===== src/rtl/addsub_pkg.sv =====
// Shared types and constants for the digit-serial adder/subtractor.
// Optional feature macro: ADDSUB_SATURATE_EN (saturating result on overflow).
package addsub_pkg;

    typedef logic [1:0] state_t;

    localparam state_t IDLE = 2'd0;
    localparam state_t RUN  = 2'd1;
    localparam state_t DONE = 2'd2;

    // Saturation bound for a w-bit signed value: max positive, or most negative when neg=1.
    // Callers truncate the 64-bit result to w bits.
    function automatic logic [63:0] sat_value(input int w, input logic neg);
        if (neg)
            return ~64'd0 << (w - 1);
        else
            return (64'd1 << (w - 1)) - 64'd1;
    endfunction

endpackage


===== src/rtl/addsub_serial_if.sv =====
// Operand/result handshake bundle for addsub_serial.
// master drives operands and out_ready; slave is the arithmetic engine.
interface addsub_serial_if #(
    parameter int W = 16
);
    logic         in_valid;
    logic         in_ready;
    logic [W-1:0] A;
    logic [W-1:0] B;
    logic         c0;
    logic         out_valid;
    logic         out_ready;
    logic [W-1:0] R;
    logic         ovf;
    logic         cout;
    logic         z;

    modport master (
        output in_valid, A, B, c0, out_ready,
        input  in_ready, out_valid, R, ovf, cout, z
    );

    modport slave (
        input  in_valid, A, B, c0, out_ready,
        output in_ready, out_valid, R, ovf, cout, z
    );
endinterface


===== src/rtl/addsub_digit.sv =====
// D-bit combinational ripple-carry adder used once per digit cycle.
module addsub_digit #(
    parameter int D = 4
) (
    input  logic [D-1:0] a,
    input  logic [D-1:0] b,
    input  logic         cin,
    output logic [D-1:0] s,
    output logic         cout
);
    logic [D:0] c;

    assign c[0] = cin;

    for (genvar i = 0; i < D; i++) begin : g_fa
        assign s[i]   = a[i] ^ b[i] ^ c[i];
        assign c[i+1] = (a[i] & b[i]) | (c[i] & (a[i] ^ b[i]));
    end

    assign cout = c[D];
endmodule


===== src/rtl/addsub_serial.sv =====
// Digit-serial two's-complement adder/subtractor: W bits, D bits per cycle, N=W/D RUN cycles.
// Build with ADDSUB_SATURATE_EN defined to clamp R on signed overflow.
module addsub_serial
    import addsub_pkg::*;
#(
    parameter int W = 16,
    parameter int D = 4
) (
    input logic            clk,
    input logic            rst,
    addsub_serial_if.slave bus
);
    localparam int N  = W / D;
    localparam int CW = (N > 1) ? $clog2(N) : 1;
    localparam logic [CW-1:0] LAST = CW'(N - 1);

    state_t         state;
    logic [W-1:0]   a_sh;
    logic [W-1:0]   b_sh;
    logic [W-1:0]   r_sh;
    logic           carry;
    logic [CW-1:0]  cnt;
    logic           a_msb;
    logic           b_msb;
    logic           ovf_q;
    logic           cout_q;
    logic           z_q;

    logic [D-1:0]   dsum;
    logic           dcarry;
    logic [W-1:0]   r_next;
    logic [W-1:0]   r_final;
    logic           ovf_next;

    addsub_digit #(.D(D)) u_digit (
        .a    (a_sh[D-1:0]),
        .b    (b_sh[D-1:0]),
        .cin  (carry),
        .s    (dsum),
        .cout (dcarry)
    );

    // New digit enters at the MSB end; after N digits the LSB digit has reached bit 0.
    if (D == W) begin : g_one_digit
        assign r_next = dsum;
    end else begin : g_multi_digit
        assign r_next = {dsum, r_sh[W-1:D]};
    end

    // Operand MSBs are kept separately because the shift registers lose them.
    assign ovf_next = (a_msb == b_msb) && (r_next[W-1] != a_msb);

`ifdef ADDSUB_SATURATE_EN
    localparam logic [W-1:0] SAT_MAX = W'(sat_value(W, 1'b0));
    localparam logic [W-1:0] SAT_MIN = W'(sat_value(W, 1'b1));
    assign r_final = ovf_next ? (a_msb ? SAT_MIN : SAT_MAX) : r_next;
`else
    assign r_final = r_next;
`endif

    // NOTE: state registers use non-blocking assignments so every flop samples pre-edge values.
    always_ff @(posedge clk or posedge rst) begin
        if (rst) begin
            state  <= IDLE;
            a_sh   <= '0;
            b_sh   <= '0;
            r_sh   <= '0;
            carry  <= 1'b0;
            cnt    <= '0;
            a_msb  <= 1'b0;
            b_msb  <= 1'b0;
            ovf_q  <= 1'b0;
            cout_q <= 1'b0;
            z_q    <= 1'b0;
        end else begin
            case (state)
                IDLE: begin
                    if (bus.in_valid) begin
                        a_sh  <= bus.A;
                        b_sh  <= bus.B ^ {W{bus.c0}};
                        a_msb <= bus.A[W-1];
                        b_msb <= bus.B[W-1] ^ bus.c0;
                        carry <= bus.c0;
                        cnt   <= '0;
                        state <= RUN;
                    end
                end
                RUN: begin
                    a_sh  <= a_sh >> D;
                    b_sh  <= b_sh >> D;
                    carry <= dcarry;
                    cnt   <= cnt + 1'b1;
                    if (cnt == LAST) begin
                        r_sh   <= r_final;
                        ovf_q  <= ovf_next;
                        cout_q <= dcarry;
                        z_q    <= (r_final == '0);
                        state  <= DONE;
                    end else begin
                        r_sh <= r_next;
                    end
                end
                DONE: begin
                    if (bus.out_ready)
                        state <= IDLE;
                end
                default: state <= IDLE;
            endcase
        end
    end

    assign bus.in_ready  = (state == IDLE);
    assign bus.out_valid = (state == DONE);
    assign bus.R         = r_sh;
    assign bus.ovf       = ovf_q;
    assign bus.cout      = cout_q;
    assign bus.z         = z_q;
endmodule

===== src/flat_wrapper.sv =====
// flat-port wrapper written by rule: the top's interface ports become plain ports
module addsub_serial_flat import addsub_pkg::*;
#(
    parameter int W = 16,
    parameter int D = 4
)
  (clk, rst, bus_in_valid, bus_A, bus_B, bus_c0, bus_out_ready, bus_in_ready, bus_out_valid, bus_R, bus_ovf, bus_cout, bus_z);
  addsub_serial_if #(.W(W)) bus_i ();
  input logic clk;
  input logic rst;
  input wire logic [$bits(bus_i.in_valid)-1:0] bus_in_valid;
  input wire logic [$bits(bus_i.A)-1:0] bus_A;
  input wire logic [$bits(bus_i.B)-1:0] bus_B;
  input wire logic [$bits(bus_i.c0)-1:0] bus_c0;
  input wire logic [$bits(bus_i.out_ready)-1:0] bus_out_ready;
  output wire logic [$bits(bus_i.in_ready)-1:0] bus_in_ready;
  output wire logic [$bits(bus_i.out_valid)-1:0] bus_out_valid;
  output wire logic [$bits(bus_i.R)-1:0] bus_R;
  output wire logic [$bits(bus_i.ovf)-1:0] bus_ovf;
  output wire logic [$bits(bus_i.cout)-1:0] bus_cout;
  output wire logic [$bits(bus_i.z)-1:0] bus_z;
  assign bus_i.in_valid = bus_in_valid;
  assign bus_i.A = bus_A;
  assign bus_i.B = bus_B;
  assign bus_i.c0 = bus_c0;
  assign bus_i.out_ready = bus_out_ready;
  assign bus_in_ready = bus_i.in_ready;
  assign bus_out_valid = bus_i.out_valid;
  assign bus_R = bus_i.R;
  assign bus_ovf = bus_i.ovf;
  assign bus_cout = bus_i.cout;
  assign bus_z = bus_i.z;
  addsub_serial #(.W(W), .D(D)) u_core (.clk(clk), .rst(rst), .bus(bus_i));
endmodule

===== config.mk =====
export PLATFORM = sky130hd
export DESIGN_NAME = addsub_serial_flat
export DESIGN_NICKNAME = d
export VERILOG_FILES = /design/src/rtl/addsub_pkg.sv /design/src/rtl/addsub_serial_if.sv /design/src/rtl/addsub_digit.sv /design/src/rtl/addsub_serial.sv /design/src/flat_wrapper.sv
export SDC_FILE = /design/constraint.sdc
export NUM_CORES = 1
export LEC_CHECK = 0
export CAP_MARGIN = 20
export CORE_ASPECT_RATIO = 1.5
export CORE_MARGIN = 2
export CORE_UTILIZATION = 32
export DETAILED_ROUTE_END_ITERATION = 6
export PLACE_DENSITY = 0.59
export SLEW_MARGIN = 10
export SYNTH_ARGS = -nofsm -noshare
export SYNTH_HDL_FRONTEND = slang
export SYNTH_SLANG_ARGS = --single-unit

===== constraint.sdc =====
create_clock -name clk -period 4 [get_ports clk]
set_clock_uncertainty 0.05 [all_clocks]
set_input_delay 0.8 -clock clk [delete_from_list [all_inputs] [get_ports clk]]
set_output_delay 0.8 -clock clk [all_outputs]
set_load 0.1 [all_outputs]

# After elaboration in Yosys (flattened, before gate mapping)

Cells that the tools add are included.

Bits in registers: 58
Input port bits: 37
Output and inout port bits: 21
Word-level logic and storage cells: 62

Add/subtract/negate cells: 1
Eq/ne operators: 8
Multiplexer cells: 12
Bitwise logic cells: 22
Reductions and logical operators: 8

Operators with widths:

| operator              | number |
|---|---|
| $pmux W16 S2          | 2 |
| $mux W16              | 2 |
| $logic_not A16 Y1     | 1 |
| $xor A16 B16 Y16      | 1 |
| $xor A1 B1 Y1         | 9 |
| $and A1 B1 Y1         | 8 |
| $mux W2               | 4 |
| $pmux W2 S3           | 1 |
| $reduce_and A2 Y1     | 3 |
| $eq A2 B2 Y1 const B  | 2 |
| $ne A2 B2 Y1 const B  | 2 |
| $or A1 B1 Y1          | 4 |
| $pmux W2 S2           | 1 |
| $reduce_and A3 Y1     | 1 |
| $add A2 B1 Y2 const B | 1 |
| $eq A2 B1 Y1 const B  | 1 |
| $logic_not A2 Y1      | 1 |
| $ne A2 B1 Y1 const B  | 1 |
| $pmux W1 S2           | 1 |
| $reduce_bool A2 Y1    | 1 |
| $eq A1 B1 Y1          | 1 |
| $logic_and A1 B1 Y1   | 1 |
| $mux W1               | 1 |
| $ne A1 B1 Y1          | 1 |

# Depth between registers and ports, before layout

Gate-level depths: netlist (run 1).

Depth in word-level cells: 10
Mapped depth: 10
Mapped depth without buffers: 10

# By module

A second synthesis (run 1) with hierarchy kept.

Cell total of the unflattened synthesis: 286
Area, all modules: 2697.6 µm²

Modules (own cells, without submodules):

| module        | instances | cells each | area an instance (µm²) | seq. area each (µm²) |
|---|---|---|---|---|
| addsub_serial | 1         | 272        | 2580.0                 | 1451.4 |
| addsub_digit  | 1         | 14         | 117.6                  | 0.0 |

# Worst setup path after synthesis (run 1)

No wires, ideal clock.

Path type: register -> output
From: reg u_core.state[0]
To: out bus_in_ready
Data arrival time: 1.741 ns
Data required time: 3.150 ns
Slack: 1.409 ns
Stages on the path, launching flop included: 3
Path through: dfrtp_1 -> buf_6 -> nor2_1

Longest elaborated chain between the ends: 1

Ends and longest elaborated chain:

| element                | RTL line             | source |
|---|---|---|
| start, declared        | addsub_serial.sv:17  | `state_t state;` |
| start signal, assigned | addsub_serial.sv:64  | `state <= IDLE;` |
| start signal, assigned | addsub_serial.sv:85  | `state <= RUN;` |
| start signal, assigned | addsub_serial.sv:98  | `state <= DONE;` |
| $logic_not A2 Y1       | addsub_serial.sv:112 | `assign bus.in_ready = (state == IDLE);` |
| end, declared          | flat_wrapper.sv:16   | `output wire logic [$bits(bus_i.in_ready)-1:0] bus_in_ready;` |

Every way passes these cells.

# Final worst setup path (run 1)

From: reg u_core.state[0]
To: out bus_out_valid

Longest elaborated chain between the ends: 1

Ends and longest elaborated chain:

| element       | RTL line             | source |
|---|---|---|
| $eq A2 B2 Y1  | addsub_serial.sv:113 | `assign bus.out_valid = (state == DONE);` |
| end, declared | flat_wrapper.sv:17   | `output wire logic [$bits(bus_i.out_valid)-1:0] bus_out_valid;` |

Every way passes these cells.

==> out/qor.csv, run 1 <==
metric,value,unit
switching power,1.71,mW
final hold violations,0,
R2R setup slack,1.39,ns
final period utilization,0.751,
Cells after Synth,279,
Synth Cell Area,0.00271,sq mm
CTS buffer count,9,
Reg2Reg Depth,10,
Rows,41,
mux share of post-synthesis cell area,0.00738,
Peak VDD IR,0.669,mV
Hold Crit Start,u_core.bus.R[0],
Layout area overhead,32.5,%
Die W,79.2,microns
outcome,completed,
Synth top area share,0.535,
Max Freq,333,MHz
largest family of logic cells by synthesized area,simple AND/OR/NAND/NOR gates,
proportion of power drawn by combinational gates,0.509,
Post-Synth Simple-Gate Area,0.211,
Compound-Gate Fraction of Synth Area,0.102,
Worst setup EP type,output pin,
ranking of synthesized cells by area,"dfrtp_1 (53%), nand2_1 (12%), xnor2_1 (4.8%), a221o_1 (4.4%), nor2_1 (3.6%)",
Final GP Congestion,0.772,
count of cell types in the netlist,30,
adder-cell share of the synthesized area,0.0341,
Setup TNS,0,ns
hold path depth,2,
initial antenna violation count,0,
die extent in y,117,microns
Total GRT Usage,0.145,
Clock Path Buffers,2,
yosys warns,0,
CTS resizes,0,
Sink Count,58,
layout cells sized above 1,0.0774,
H-tree depth,3,
CTS tree,done,
global-route wire length before repair,10100,microns
# IOs,58,
max-cap viol count,0,
endpoints failing setup,0,
Placement Setup Slack,1.32,ns
Crit Path Class,flip-flop to output pin,
Flop pwr share,0.297,
"CTS clk-pin slew, worst paths",0.05,ns
clock root cell,clkbuf_16,
Max Slew Vio Count,0,
Core Footprint,0.00831,sq mm
Sw Share,0.479,
PwrDens,992,mW/mm^2
worst r2r src,u_core.b_sh[0],
DRT iter0 DRCs,157,
WP data required,3.15,ns
Clock Latency Late Sink,0.32,ns
"most common cell after layout, fill and taps aside",nand2_1,
final worst path period need,3.00,ns
Worst Path Max Fanout,8,
fin cells,443,
Int Power,1.86,mW
Post CTS Setup Buffer Count,0,
routed wire length per instance,13.3,microns
Slew HR,0.318,
routed vias/inst,4.74,
Antenna Cells,0,
total wire length,5890,microns
sequential share of the synthesized area,0.535,
RSZ-0062 raised after global routing,no,
Synth Area per Inst,9.73,sq um
final worst slack,0.997,ns
dominant synthesized flop cell,dfrtp_1,
Synthesized Nets,321,
Async SR Flop Fraction,1.00,
clock power share,0.194,
vias in the first global route,2033,
Hold Path Class,flip-flop to flip-flop,
"Hold-fix buffers, CTS",0,
RR Endpoint,u_core.bus.ovf,
Min-Delay Endpoint,u_core.bus.R[0],
GRT overflow,0,
"area leader, netlist",dfrtp_1,
Die Area,0.00925,sq mm
HPWL Detailed,3970,microns
Placed Instances,426,
number of synthesized flops with an enable pin,0,
Initial Utilization,0.327,
fill count,857,
Seq cells post-synth,58,
residual DRC count,0,
largest net degree at the start of global routing,54,
Slew @ Worst Pin,1.02,ns
crit start category,flip-flop,
worst hold slack,0.420,ns
xor/xnor share of the synthesized area,0.0516,
final-stage net count,374,
"commonest cells after routing, fill and taps aside","nand2_1 (87), dfrtp_1 (58), clkdlybuf4s50_1 (57)",
worst endpoint data arrival time,2.15,ns
number of port buffers,57,
DRT antenna net count,0,
routed vias,2101,
DR pass1 iterations,4,
Static Leakage,1.64,nW
[synthesized netlist by cell type (all sizes together) (3+ instances only)]
cell type	number
fa	4
nor4	3
a221o	12
buf	17
xnor2	15
nand2	87
inv	9
o21ai	11
nor2	26
a31oi	12
dfrtp	58
nand3	8
[layout make-up]
type	instances	area, sq um	area share
clock inverter	3	15.0	0.00418
clock buffer	12	256	0.0714
inverter	9	33.8	0.00940
sequential	58	1450	0.404
timing repair buffer	60	597	0.166
tap	107	134	0.0372
multi-input combinational	194	1110	0.308
[cell families after synthesis]
| family | Yosys count |
|---|---|
| compound gates | 37 |
| xor+xnor | 16 |
| fa+ha+maj | 5 |
| buf+inv | 27 |
| flops | 58 |
| mux | 2 |
| simple gates | 134 |
[routing by layer]
metal / vias up / routed length [microns] / global-route usage
li1: 1031 / - / -
met4: 0 / 156 / 0.0828
met2: 48 / 2910 / 0.234
met5: - / 0 / 0
met3: 11 / 266 / 0.0376
met1: 1011 / 2550 / 0.178
[worst max path at each step]
stage / startpoint / slack (ns) / endpoint
after detailed placement: u_core.state[0] / 1.32 / bus_out_valid
after global routing: u_core.state[0] / 0.93 / bus_out_valid
final: u_core.state[0] / 1.0 / bus_out_valid
after CTS: u_core.state[0] / 0.97 / bus_out_valid
after global placement: u_core.state[0] / 1.34 / bus_out_valid
after floorplan: u_core.state[0] / 1.41 / bus_in_ready
[power groups by stage]
stage                     combinational, mW  clock (mW)  sequential (mW)
after detailed placement               1.81           0             1.07
after global placement                 1.78           0             1.06
after global routing                   1.99       0.741             1.10
final                                  1.81       0.692             1.06
after floorplan                       0.909           0             1.59
after CTS                              1.81       0.711             1.06
[stage by stage]
| step | power, mW | utilization | area (sq um) |
|---|---|---|---|
| after global placement | 2.84 | 0.398 | 3300 |
| after floorplan | 2.50 | - | 2710 |
| final | 3.56 | 0.433 | 3590 |
| after global routing | 3.83 | 0.433 | 3590 |
| after CTS | 3.58 | 0.430 | 3580 |
| after detailed placement | 2.87 | 0.398 | 3300 |
[flip-flops by register name, summed over array words and instances (netlist names)]
| signal | count |
|---|---|
| u_core.cnt | 2 |
| u_core.carry | 1 |
| u_core.b_sh | 16 |
| u_core.a_sh | 16 |
| u_core.b_msb | 1 |
| u_core.bus.cout | 1 |
| u_core.state | 2 |
| u_core.bus.R | 16 |
| u_core.bus.ovf | 1 |
| u_core.bus.z | 1 |
| u_core.a_msb | 1 |
[critical path: stages (launching register included)]
cell and delay [ns]:
dfrtp_1 0.46, nand2b_1 0.19, inv_1 0.06, clkdlybuf4s50_1 1.12
No activity file was read; power rests on OpenSTA's default activity.
==> run 2: changes to the inputs <==
==> constraint.sdc (replaced) <==
create_clock -name clk -period 3.1 [get_ports clk]
set_clock_uncertainty 0.05 [all_clocks]
set_input_delay 0.62 -clock clk [delete_from_list [all_inputs] [get_ports clk]]
set_output_delay 0.62 -clock clk [all_outputs]
set_load 0.1 [all_outputs]
==> run 2 against run 1 <==
Against the previous run:
- first-iteration DRC count fell by 45%
- design area rose by 0.21%
- register-to-register slack got worse by 0.88 ns
- routed wire length fell by 1.0%
- via count rose by 0.95%
- worst setup slack got worse by 0.49 ns
- clock-buffer cell count fell by 1
- sequential share of layout area fell by 0.084 points
- die area did not move
- worst hold slack improved by 0.0056 ns
- final cell count rose by 0.68%
- critical endpoint is now u_core.bus.ovf
==> out/qor.csv, run 2 (synthesized netlist as in run 1, its figures left out) <==
metric,value,unit
worst r2r src,u_core.carry,
Hold Crit Start,u_core.bus.R[0],
fill count,832,
HPWL Detailed,4060,microns
Slew @ Worst Pin,1.06,ns
global-route wire length before repair,10000,microns
vias in the first global route,2140,
crit start category,flip-flop,
Final Instance Area,0.00360,sq mm
Total GRT Usage,0.141,
clock root cell,clkbuf_16,
Max Freq,386,MHz
"CTS clk-pin slew, worst paths",0.05,ns
fin cells,446,
Placed Instances,430,
H-tree depth,3,
Post CTS Setup Buffer Count,0,
DRT antenna net count,0,
CTS tree,done,
initial antenna violation count,0,
Rows,41,
final-stage net count,376,
Layout area overhead,32.7,%
Clock Latency Late Sink,0.32,ns
Worst Path Max Fanout,4,
Antenna Cells,0,
Initial Utilization,0.327,
DR pass1 iterations,5,
Slew HR,0.293,
Max Slew Vio Count,0,
largest net degree at the start of global routing,54,
hold path depth,2,
GRT overflow,0,
area of placed instances,0.00328,sq mm
Final GP Congestion,0.764,
"Hold-fix buffers, CTS",0,
RSZ-0062 raised after global routing,no,
Crit Path Class,flip-flop to flip-flop,
R2R setup slack,0.51,ns
Reg2Reg Depth,10,
Multi-input gate area,0.00111,sq mm
outcome,completed,
register area,0.00145,sq mm
total wire length,5830,microns
Min-Delay Endpoint,u_core.bus.R[0],
Core Footprint,0.00831,sq mm
worst endpoint data arrival time,2.73,ns
final hold violations,0,
WP data required,3.24,ns
"most common cell after layout, fill and taps aside",nand2_1,
routed vias,2121,
# IOs,58,
CTS buffer count,9,
die extent in y,117,microns
routed wire length per instance,13.1,microns
Sink Count,58,
Hold Path Class,flip-flop to flip-flop,
Finished Core Util,0.433,
final period utilization,0.835,
Worst setup EP type,flip-flop,
Die Area,0.00925,sq mm
residual DRC count,0,
CTS resizes,0,
RR Endpoint,u_core.bus.ovf,
endpoints failing setup,0,
"commonest cells after routing, fill and taps aside","nand2_1 (87), dfrtp_1 (58), clkdlybuf4s50_1 (36)",
routed vias/inst,4.76,
final worst path period need,2.59,ns
Clock Path Buffers,2,
DRT iter0 DRCs,87,
max-cap viol count,0,
number of port buffers,57,
Worst setup startpoint,u_core.carry,
layout cells sized above 1,0.147,
Die W,79.2,microns
Setup TNS,0,ns
## run 2: cell types whose count changed in the layout (fill, tap and decap cells not counted)
cell and delta:
clkinvlp_4 +1, buf_4 +24, clkdlybuf4s50_1 -21, clkbuf_8 -1, buf_6 -1, bufinv_16 +2, clkinv_2 -1
## run 2: layer usage
layer / part of all wire / wire (microns) / vias up / global-route usage
met1: 0.42 / 2420 / 1038 / 0.165
met3: 0.048 / 278 / 4 / 0.0406
met5: 0 / 0 / - / 0
li1: - / - / 1034 / -
met4: 0.014 / 79 / 0 / 0.0655
met2: 0.52 / 3050 / 45 / 0.241
## run 2: layout make-up
type,count,area share
Clock buffer,11,0.0674
Clock inverter,5,0.0215
Inverter,9,0.00938
Multi-Input combinational cell,194,0.307
Sequential cell,58,0.403
Tap cell,107,0.0372
Timing Repair Buffer,62,0.154
## run 2: worst max-delay path, cell delays in order (launching register included)
cell and delay, ns:
dfrtp_1 0.37, inv_1 0.08, fa_1 0.17, inv_1 0.05, fa_1 0.44, fa_1 0.43, inv_1 0.09, fa_1 0.43
and3_1 0.19, nor2_1 0.08, o21ai_0 0.07
## run 2: worst max-delay path by stage
stage / cells after the start / endpoint / slack (ns)
6_report: 10 / u_core.bus.ovf / 0.51
4_1_cts: 10 / u_core.bus.ovf / 0.50
2_1_floorplan: 10 / u_core.bus.ovf / 0.62
3_3_place_gp: 10 / u_core.bus.ovf / 0.55
5_1_grt: 10 / u_core.bus.ovf / 0.30
3_5_place_dp: 10 / u_core.bus.ovf / 0.51
## run 2: stage by stage
stage | hold slack (ns) | setup WS, ns
6_report | 0.425 | 0.511
5_1_grt | 0.460 | 0.296
4_1_cts | 0.435 | 0.502
3_5_place_dp | 0.422 | 0.512
3_3_place_gp | 0.411 | 0.550
2_1_floorplan | 0.409 | 0.624
Power of run 2 is left out: the tool's default activity adds up to more than one toggle a clock period on the data nets, which glitch-free logic cannot reach.
==> run 3: changes to the inputs <==
--- a/config.mk
+++ b/config.mk
@@ -10,7 +10,7 @@
 export CORE_MARGIN = 2
 export CORE_UTILIZATION = 32
 export DETAILED_ROUTE_END_ITERATION = 6
-export PLACE_DENSITY = 0.59
+export PLACE_DENSITY = 0.61
 export SLEW_MARGIN = 10
 export SYNTH_ARGS = -nofsm -noshare
 export SYNTH_HDL_FRONTEND = slang
==> constraint.sdc (replaced) <==
create_clock -name clk -period 2.3 [get_ports clk]
set_clock_uncertainty 0.05 [all_clocks]
set_input_delay 0.46 -clock clk [delete_from_list [all_inputs] [get_ports clk]]
set_output_delay 0.46 -clock clk [all_outputs]
set_load 0.1 [all_outputs]
==> run 3 against run 2 <==
Against the previous run:
- the run now ends with setup timing left
- final cell count up 2.0%
- design area up 4.9%
- die area unchanged
- first-iteration DRC count up 26%
- sequential share of layout area down 1.9 points
- worst hold slack better by 0.0052 ns
- routed wire length up 3.4%
- maximum frequency up 6.0%
- global-route usage down 0.24 points
- highest routed layer unchanged
==> out/qor.csv, run 3 (synthesized netlist as in run 1, its figures left out) <==
metric,value,unit
final period utilization,1.06,
Slew @ Worst Pin,0.532,ns
Worst setup EP type,flip-flop,
# IOs,58,
Layout area overhead,39.2,%
Worst Path Max Fanout,4,
crit start category,flip-flop,
Final GP Congestion,0.752,
final-stage net count,385,
"most common cell after layout, fill and taps aside",nand2_1,
die extent in y,117,microns
max-cap viol count,0,
DR pass1 iterations,4,
vias in the first global route,2110,
hold path depth,2,
Placement Setup Slack,-0.121,ns
Core Footprint,0.00831,sq mm
CTS tree,done,
largest net degree at the start of global routing,59,
final worst path period need,2.44,ns
Max Slew Vio Count,0,
Max Freq,409,MHz
Clock Latency Late Sink,0.32,ns
outcome,"finished, violations left",
Total GRT Usage,0.139,
worst endpoint data arrival time,2.64,ns
Crit Path Class,flip-flop to flip-flop,
GRT overflow,0,
CTS buffer count,9,
layout cells sized above 1,0.207,
number of port buffers,57,
failing checks,setup timing,
DRT antenna net count,0,
Clock Path Buffers,2,
final hold violations,0,
"commonest cells after routing, fill and taps aside","nand2_1 (87), dfrtp_1 (58), clkdlybuf4s50_1 (36)",
Sink Count,58,
Slew HR,0.645,
endpoints failing setup,2,
global-route wire length before repair,9870,microns
Hold Path Class,flip-flop to flip-flop,
Reg2Reg Depth,11,
HPWL Detailed,4120,microns
residual DRC count,0,
final worst slack,-0.143,ns
Die Area,0.00925,sq mm
DRT iter0 DRCs,110,
"CTS clk-pin slew, worst paths",0.05,ns
H-tree depth,3,
Initial Utilization,0.327,
total wire length,6030,microns
Die W,79.2,microns
clock root cell,clkbuf_16,
Finished Core Util,0.455,
initial antenna violation count,0,
routed vias/inst,4.75,
routed vias,2160,
routed wire length per instance,13.2,microns
Antenna Cells,0,
RSZ-0062 raised after global routing,yes,
Rows,41,
WP data required,2.49,ns
-- run 3: cell types whose count changed in the layout (fill, tap and decap cells not counted), moves of 2 or more --
cell,change
inv_1,-4
fa_2,+4
inv_2,+4
buf_4,+5
fa_1,-4
o21ai_0,-2
o21ai_1,+2
clkinv_4,+2
buf_12,+4
-- run 3: per-stage QoR --
step	hold WS (ns)	area, sq um	cells	setup TNS [ns]
global placement	0.411	3360	433	-0.0575
CTS	0.437	3720	450	-0.225
detailed placement	0.423	3360	433	-0.184
global route	0.463	3780	455	-0.410
finish	0.430	3780	455	-0.236
floorplan	0.410	2720	279	0
-- run 3: final cells by class --
cell class | count | area [sq um]
sequential | 58 | 1450
clock buffer | 9 | 225
tap | 107 | 134
clock inverter | 7 | 118
inverter | 9 | 33.8
multi-input combinational | 194 | 1140
fill | 819 | 4530
timing repair buffer | 71 | 673
-- run 3: path summary, 6_finish.rpt --
path,start,to,slack (ns)
min,u_core.bus.R[1],u_core.bus.R[1],0.43
min in group asynchronous,rst,u_core.a_sh[10],0.46
max,u_core.b_sh[0],u_core.bus.ovf,-0.14
max reg2reg,u_core.b_sh[0],u_core.bus.ovf,-0.14
min reg2reg,u_core.bus.R[1],u_core.bus.R[1],0.43
max in group asynchronous,rst,u_core.a_sh[0],1.47
-- run 3: repair_timing --
action                     4_1_cts  5_1_grt
setup buffers                    1        4
gates resized for setup          6        5
setup endpoints to repair        2        2
pin swaps                        2        5
hold buffers                     0        0
-- run 3: metal layers --
metal / wire length (microns) / up-vias / global-route usage / share of wire
met1: 2660 / 1052 / 0.174 / 0.44
li1: - / 1050 / - / -
met3: 256 / 8 / 0.0322 / 0.042
met4: 107 / 0 / 0.0690 / 0.018
met2: 3010 / 50 / 0.226 / 0.50
met5: 0 / - / 0 / 0
-- run 3: critical path, stage by stage, from the launching register on --
cell	delay [ns]
dfrtp_1	0.39
inv_2	0.07
fa_2	0.19
inv_2	0.04
fa_2	0.34
fa_2	0.34
inv_2	0.06
fa_2	0.45
buf_4	0.16
nor3_4	0.12
nor2_2	0.06
o21ai_1	0.10
Power of run 3 is left out for the same reason.
